[src/rtl/pwm_out_pkg.sv]
// pwm_out_pkg -- shared constants for the PWM audio output stage.
//
// Holds the default sample/PWM widths and the constants derived from them:
//   RES_W    residual bits that fall below PWM resolution
//   MIDSCALE duty value loaded at reset (50% high)
//   CNT_MAX  last count of a PWM period
// Modules compute their own parameter-dependent versions of these so a
// non-default instance stays consistent; the values here describe the
// default build.

package pwm_out_pkg;

    localparam int SAMPLE_W_DEFAULT = 12;
    localparam int PWM_W_DEFAULT    = 8;

    localparam int RES_W    = SAMPLE_W_DEFAULT - PWM_W_DEFAULT;
    localparam int MIDSCALE = 2 ** (PWM_W_DEFAULT - 1);
    localparam int CNT_MAX  = (2 ** PWM_W_DEFAULT) - 1;

endpackage

[src/rtl/pwm_noise_shaper.sv]
// pwm_noise_shaper -- quantises a held mixer sample down to a PWM duty value.
//
// Configuration macro: PWM_NOISE_SHAPE_EN
//   defined   : first-order error feedback. The residual bits below PWM
//               resolution are accumulated in an error register and carried
//               into the duty of a later period (duty saturates at all-ones).
//   undefined : plain truncation to the top PWM_W bits; no state is kept.
//
// Ports:
//   clk     in   system clock
//   rst_n   in   synchronous active-low reset (clears the error register)
//   i_load  in   strobe at the period wrap that consumes i_hold
//   i_hold  in   held sample, SAMPLE_W bits, unsigned
//   o_duty  out  quantised duty for i_hold (combinational)

module pwm_noise_shaper
    import pwm_out_pkg::*;
#(
    parameter int SAMPLE_W = SAMPLE_W_DEFAULT,
    parameter int PWM_W    = PWM_W_DEFAULT
) (
    input  logic                clk,
    input  logic                rst_n,
    input  logic                i_load,
    input  logic [SAMPLE_W-1:0] i_hold,
    output logic [PWM_W-1:0]    o_duty
);

    localparam int R = SAMPLE_W - PWM_W;

`ifdef PWM_NOISE_SHAPE_EN

    logic [R-1:0]   r_err;
    logic [R:0]     w_acc;
    logic [PWM_W:0] w_sum;

    // Residual plus carried error; the extra bit is the carry into the duty.
    assign w_acc = {1'b0, i_hold[R-1:0]} + {1'b0, r_err};
    assign w_sum = {1'b0, i_hold[SAMPLE_W-1 -: PWM_W]} + {{PWM_W{1'b0}}, w_acc[R]};

    // A carry out of the top code would wrap to zero duty; clamp instead.
    assign o_duty = w_sum[PWM_W] ? {PWM_W{1'b1}} : w_sum[PWM_W-1:0];

    always_ff @(posedge clk) begin
        if (!rst_n) begin
            r_err <= '0;
        end else if (i_load) begin
            r_err <= w_acc[R-1:0];
        end
    end

`else

    assign o_duty = i_hold[SAMPLE_W-1 -: PWM_W];

    // Truncation needs no clock, reset, strobe or residual bits.
    logic w_unused;
    assign w_unused = ^{clk, rst_n, i_load, i_hold[R-1:0]};

`endif

endmodule

[src/rtl/pwm_audio_out.sv]
// pwm_audio_out -- double-buffered PWM audio DAC driving uo_out[0].
//
// Samples arrive from the voice mixer over valid/ready into a holding
// register. At the end of every PWM period (2^PWM_W clocks) a held sample is
// quantised into the duty register; with no fresh sample the duty repeats
// and underrun pulses. A sample accepted in period N shapes period N+1.
//
// Configuration macro: PWM_NOISE_SHAPE_EN (see pwm_noise_shaper).
//
// Ports:
//   clk           in   system clock
//   rst_n         in   synchronous active-low reset
//   ena           in   design enable; low freezes modulation, forces pwm_out 0
//   sample_in     in   SAMPLE_W-bit unsigned sample, midscale 2^(SAMPLE_W-1)
//   sample_valid  in   sample_in valid, held until accepted
//   sample_ready  out  holding register empty (combinational)
//   pwm_out       out  registered PWM bit
//   period_start  out  one-cycle pulse in the first cycle of each period
//   underrun      out  one-cycle pulse when a period starts without a sample

module pwm_audio_out
    import pwm_out_pkg::*;
#(
    parameter int SAMPLE_W = SAMPLE_W_DEFAULT,
    parameter int PWM_W    = PWM_W_DEFAULT
) (
    input  logic                clk,
    input  logic                rst_n,
    input  logic                ena,
    input  logic [SAMPLE_W-1:0] sample_in,
    input  logic                sample_valid,
    output logic                sample_ready,
    output logic                pwm_out,
    output logic                period_start,
    output logic                underrun
);

    localparam logic [PWM_W-1:0] L_CNT_MAX  = {PWM_W{1'b1}};
    localparam logic [PWM_W-1:0] L_MIDSCALE = {1'b1, {(PWM_W-1){1'b0}}};

    logic [PWM_W-1:0]    r_cnt;
    logic [PWM_W-1:0]    r_duty;
    logic [SAMPLE_W-1:0] r_hold;
    logic                r_hold_full;
    logic                r_pwm;
    logic                r_period_start;
    logic                r_underrun;

    logic                w_wrap;
    logic                w_consume;
    logic                w_accept;
    logic [PWM_W-1:0]    w_cnt_next;
    logic [PWM_W-1:0]    w_duty_q;
    logic [PWM_W-1:0]    w_duty_next;

    assign w_wrap    = ena && (r_cnt == L_CNT_MAX);
    assign w_consume = w_wrap && r_hold_full;
    // Only an empty holding register accepts, so accept and consume are
    // mutually exclusive; a sample accepted on an empty wrap waits a period.
    assign w_accept  = sample_valid && !r_hold_full;

    assign w_cnt_next  = ena ? r_cnt + 1'b1 : r_cnt;
    assign w_duty_next = w_consume ? w_duty_q : r_duty;

    pwm_noise_shaper #(
        .SAMPLE_W (SAMPLE_W),
        .PWM_W    (PWM_W)
    ) u_shaper (
        .clk    (clk),
        .rst_n  (rst_n),
        .i_load (w_consume),
        .i_hold (r_hold),
        .o_duty (w_duty_q)
    );

    always_ff @(posedge clk) begin
        if (!rst_n) begin
            r_cnt          <= '0;
            r_duty         <= L_MIDSCALE;
            r_hold         <= '0;
            r_hold_full    <= 1'b0;
            r_pwm          <= 1'b0;
            r_period_start <= 1'b0;
            r_underrun     <= 1'b0;
        end else begin
            r_cnt          <= w_cnt_next;
            r_duty         <= w_duty_next;
            // Compare against next-state values so the registered bit lines
            // up with the count it belongs to.
            r_pwm          <= ena && (w_cnt_next < w_duty_next);
            r_period_start <= w_wrap;
            r_underrun     <= w_wrap && !r_hold_full;
            if (w_accept) begin
                r_hold <= sample_in;
            end
            if (w_consume) begin
                r_hold_full <= 1'b0;
            end else if (w_accept) begin
                r_hold_full <= 1'b1;
            end
        end
    end

    assign sample_ready = !r_hold_full;
    assign pwm_out      = r_pwm;
    assign period_start = r_period_start;
    assign underrun     = r_underrun;

endmodule
[config.mk]
export PLATFORM = sky130hd
export DESIGN_NAME = pwm_audio_out
export DESIGN_NICKNAME = d
export VERILOG_FILES = /design/src/rtl/pwm_out_pkg.sv /design/src/rtl/pwm_noise_shaper.sv /design/src/rtl/pwm_audio_out.sv
export SDC_FILE = /design/constraint.sdc
export NUM_CORES = 1
export LEC_CHECK = 0
export CORE_AREA = 2 2 74 76
export CTS_BUF_LIST = sky130_fd_sc_hd__clkbuf_16
export CTS_CLUSTER_DIAMETER = 150
export DETAILED_ROUTE_END_ITERATION = 8
export DIE_AREA = 0 0 76 78
export PLACE_DENSITY_LB_ADDON = 0.08
export RECOVER_POWER = 100
export SLEW_MARGIN = 20
export SYNTH_ARGS = -nofsm -noshare
export SYNTH_HDL_FRONTEND = slang
export SYNTH_HIERARCHICAL = 1
export SYNTH_SLANG_ARGS = --single-unit
[constraint.sdc]
create_clock -name clk -period 2.72 [get_ports clk]
set_clock_uncertainty 0.2 [all_clocks]
set_input_delay 0.272 -clock clk [delete_from_list [all_inputs] [get_ports clk]]
set_output_delay 0.272 -clock clk [all_outputs]
set_load 0.005 [all_outputs]
Word-level counts from Yosys, hierarchy flattened --
Index checks and enable logic that the tools add are counted.
Cells by class: $add $sub $neg 1, $lt $le $gt $ge 1, equal/unequal tests 1, multiplexer cells 2, bitwise operators 1, reductions and logical operators 7
Operators with widths (number):
- 2-to-1 mux 8 bit | 2
- adder 8 x 1 -> 8 bit (second input constant) | 1
- == test 8 bit (second input constant) | 1
- < comparator 8 bit | 1
- logical AND 1 bit | 5
- OR reduction 2 bit | 1
- zero test 1 bit | 1
- inverter 1 bit | 1
Word-level totals: bits in registers 32, output and inout bits 4, logic and storage cells 20

Longest topological paths before layout --
word-level depth 6, depth in mapped cells 10, depth with buffers taken out 9

Cells and area by module --
Netlist, hierarchy kept.
Modules (own cells, without submodules):
- pwm_audio_out | instances 1, cells each 151, area each 1413.9 um2
- pwm_noise_shaper | instances 1, cells each 8, area each 60.1 um2

Least setup slack after synthesis --
No wires, ideal clock.
path kind reg-to-reg, start register r_cnt[0], end register r_pwm, in the netlist pwm_out, arrival 2.082 ns, required time 2.446 ns, setup slack 0.363 ns, stages on the path, launching flop included 11, path buffers 1, clock period less this slack 2.357 ns, path through dfxtp_1 > ha_1 > and3_4 > nand4_2 > buf_6 > mux2i_1 > ha_1 > a21oi_1 > o211ai_1 > or3_1 > o21ai_0
Between the ends: longest elaborated chain between the ends 6, elaborated cells between the ends (all ways) 8, those cells by class add/sub (1); order compare (1); eq/ne (1); mux (2); reduce/logical (3)
RTL lines:
- start, declared | line pwm_audio_out.sv:41 | logic [PWM_W-1:0] r_cnt;
- start signal, assigned | line pwm_audio_out.sv:86 | r_cnt <= w_cnt_next;
- branches (longest 4 deep; another with adder 8 x 1 -> 8 bit)
- < comparator 8 bit * | line pwm_audio_out.sv:90 | r_pwm <= ena && (w_cnt_next < w_duty_next);
- logical AND 1 bit * | line pwm_audio_out.sv:90
- end signal, assigned | line pwm_audio_out.sv:90
- end, declared | line pwm_audio_out.sv:45 | logic r_pwm;
Every way passes the cells marked *. A chain may end at the register's enable or synchronous reset.

Worst setup path after layout --
start register r_cnt[3], end register r_pwm, in the netlist pwm_out
The elaborated chain is that of the path after synthesis.

==> flow_metrics.env <==
export IMPL_total_power_uw=936
export IMPL_antenna_left=0
export IMPL_die_h_um=78
export IMPL_slew_limit_headroom_pct=59.6
export IMPL_initial_utilization_pct=26.5
export IMPL_dp_hpwl_um=1980
export IMPL_synthesis_nets=167
export IMPL_grt_pass1_vias=903
export IMPL_cp_top_family="simple AND/OR/NAND/NOR gates"
export IMPL_syn_inst=143
export IMPL_p_per_area_nw_per_um2=568
export IMPL_finalWeightedCongestion=0.681
export IMPL_whs_ns=0.265
export IMPL_syn_area_per_cell_um2=9.33
export IMPL_critPathLaunchType="flop"
export IMPL_dr_pass1_iters=4
export IMPL_cts_buffer_depth=2
export IMPL_area_delta_synth_final_pct=23.5
export IMPL_status="finished, final reports clean"
export IMPL_worstPathArrival_ns=2.49
export IMPL_max_clock_freq_mhz=401
export IMPL_seq_power_share_pct=46.1
export IMPL_cp_end_kind="flop"
export IMPL_die_area_um2=5930
export IMPL_io_pins=20
export IMPL_finalCritPeriodShare_pct=91.8
export IMPL_grt_start_max_net_pins=28
export IMPL_cts_root_buf="clkbuf_16"
export IMPL_cts_tree="yes"
export IMPL_h_tree_depth=1
export IMPL_drive_gt1_share_pct=9.62
export IMPL_power_leakage_nw=0.713
export IMPL_layout_nets=181
export IMPL_cts_hold_buf=0
export IMPL_critical_path_cell_chain="and4_1, nand4_4, mux2i_1, ha_1, a21oi_1, o211ai_1, or3_1, o21ai_0"
export IMPL_row_count=26
export IMPL_fin_crit_ns=2.50
export IMPL_worst_pin_slew_ns=0.604
export IMPL_antenna_cells=0
export IMPL_setup_viol=0
export IMPL_syn_area_um2=1330
export IMPL_path_buf_inv=0
export IMPL_vias_per_cell=4.14
export IMPL_slew_viol_final=0
export IMPL_grt_overflow=0
export IMPL_crit_type="flop to flop"
export IMPL_setup_tns_ns=0
export IMPL_coreArea_um2=5040
export IMPL_place_inst=220
export IMPL_cts_sinks=28
export IMPL_wl_per_cell_um=11.7
export IMPL_vdd_ir_drop_max_mv=0.269
export IMPL_power_internal_uw=753
export IMPL_cpMaxStageDelayCell="dfxtp_1"
export IMPL_numCtsBuffers=3
export IMPL_p_switching_uw=183
export IMPL_drcViolationCount=0
export IMPL_finalWirelength_um=2650
export IMPL_dieWidth_um=76
export IMPL_grt_pass1_wl_um=4480
export IMPL_grt_total_usage_pct=9.78
export IMPL_swShare_pct=19.6
export IMPL_pwr_share_clk_pct=46.8
export IMPL_vias=935
export IMPL_min_path_type="flop to flop"
export IMPL_finish_utilization_pct=32.7
export IMPL_cap_violations=0
export IMPL_final_cell_count_no_fill=226
export IMPL_critical_path_max_stage_delay_ns=0.42
export IMPL_antenna_found_initial=0
export IMPL_io_buffers=15
export IMPL_clock_latency_ns=0.26
export IMPL_yosys_warnings=6
export IMPL_hold_viol=0
export IMPL_drtIter0Drc=21
export IMPL_cp_max_fo=6
export IMPL_combPwrFrac_pct=7.1
export IMPL_required_ns=2.71
export IMPL_clkTransAtPathRegs_ns=0.07
power by group through the flow:
stage	combinational [mW]	sequential, mW	clock (mW)
2_1_floorplan	0.0451	0.438	0
3_3_place_gp	0.0688	0.441	0
3_5_place_dp	0.0697	0.440	0
4_1_cts	0.0700	0.431	0.452
5_1_grt	0.0761	0.433	0.474
6_report	0.0665	0.431	0.438
through the flow:
step / worst slack (ns) / instance area [µm²]
floorplan: 0.363 / 1330
global placement: -0.0909 / 1530
detailed placement: -0.153 / 1530
CTS: 0.0635 / 1630
global route: -0.0152 / 1650
finish: 0.224 / 1650
final timing paths:
check | from | to | slack, ns | cells past startpoint
worst min-delay path | r_hold[6] | r_hold[6] | 0.26 | 2
worst max-delay path | r_cnt[3] | pwm_out | 0.22 | 8
worst max register to register | r_cnt[3] | pwm_out | 0.22 | 8
worst min register to register | r_hold[6] | r_hold[6] | 0.26 | 2
placed cells by master (no fill, tap or decap), types with 2 or more instances in the layout:
cell and instances:
clkdlybuf4s50_1 10, buf_4 6, o21ai_0 4, nor2_1 2, inv_1 4, clkbuf_16 3
dfxtp_1 27, xnor2_1 4, nand4_1 3, and2_1 4, dlygate4sd3_1 5, a21boi_0 9
mux2i_1 8, nor2b_1 7, nand2_1 25, xor2_1 3, a21oi_1 2, ha_1 8
and3_1 2, and2_0 5
layout make-up:
class	count	area, µm²
multi-input cells	97	672
well taps	70	87.6
inverters	4	15.0
clock inverters	1	30.0
fillers	544	3390
repair buffers	23	206
clock buffers	3	75.1
flip-flops and latches	28	562
routing by layer:
layer / track usage, % / wire length (µm) / up-vias
met5: 0 / 0 / -
met4: 3.27 / 34 / 0
met3: 2.56 / 69 / 4
met2: 14.8 / 1180 / 8
met1: 13.5 / 1360 / 427
li1: - / - / 496
flip-flops by register name, indices dropped and copies added (netlist names):
register	flops
r_cnt	8
r_duty	8
r_hold	8
period_start	1
pwm_out	1
r_hold_full	1
underrun	1
worst register-to-register path: stages (launching register included):
cell	delay, ns
dfxtp_1	0.42
and4_1	0.30
nand4_4	0.20
mux2i_1	0.26
ha_1	0.28
a21oi_1	0.16
o211ai_1	0.13
or3_1	0.35
o21ai_0	0.13
timing repair:
action | 4_1_cts | 5_1_grt
endpoints found under the hold margin | 0 | 0
setup buffers | 0 | 2
gates resized for setup | 0 | 3
endpoints found under the setup margin | 0 | 1
No activity file was read; power rests on OpenSTA's default activity.
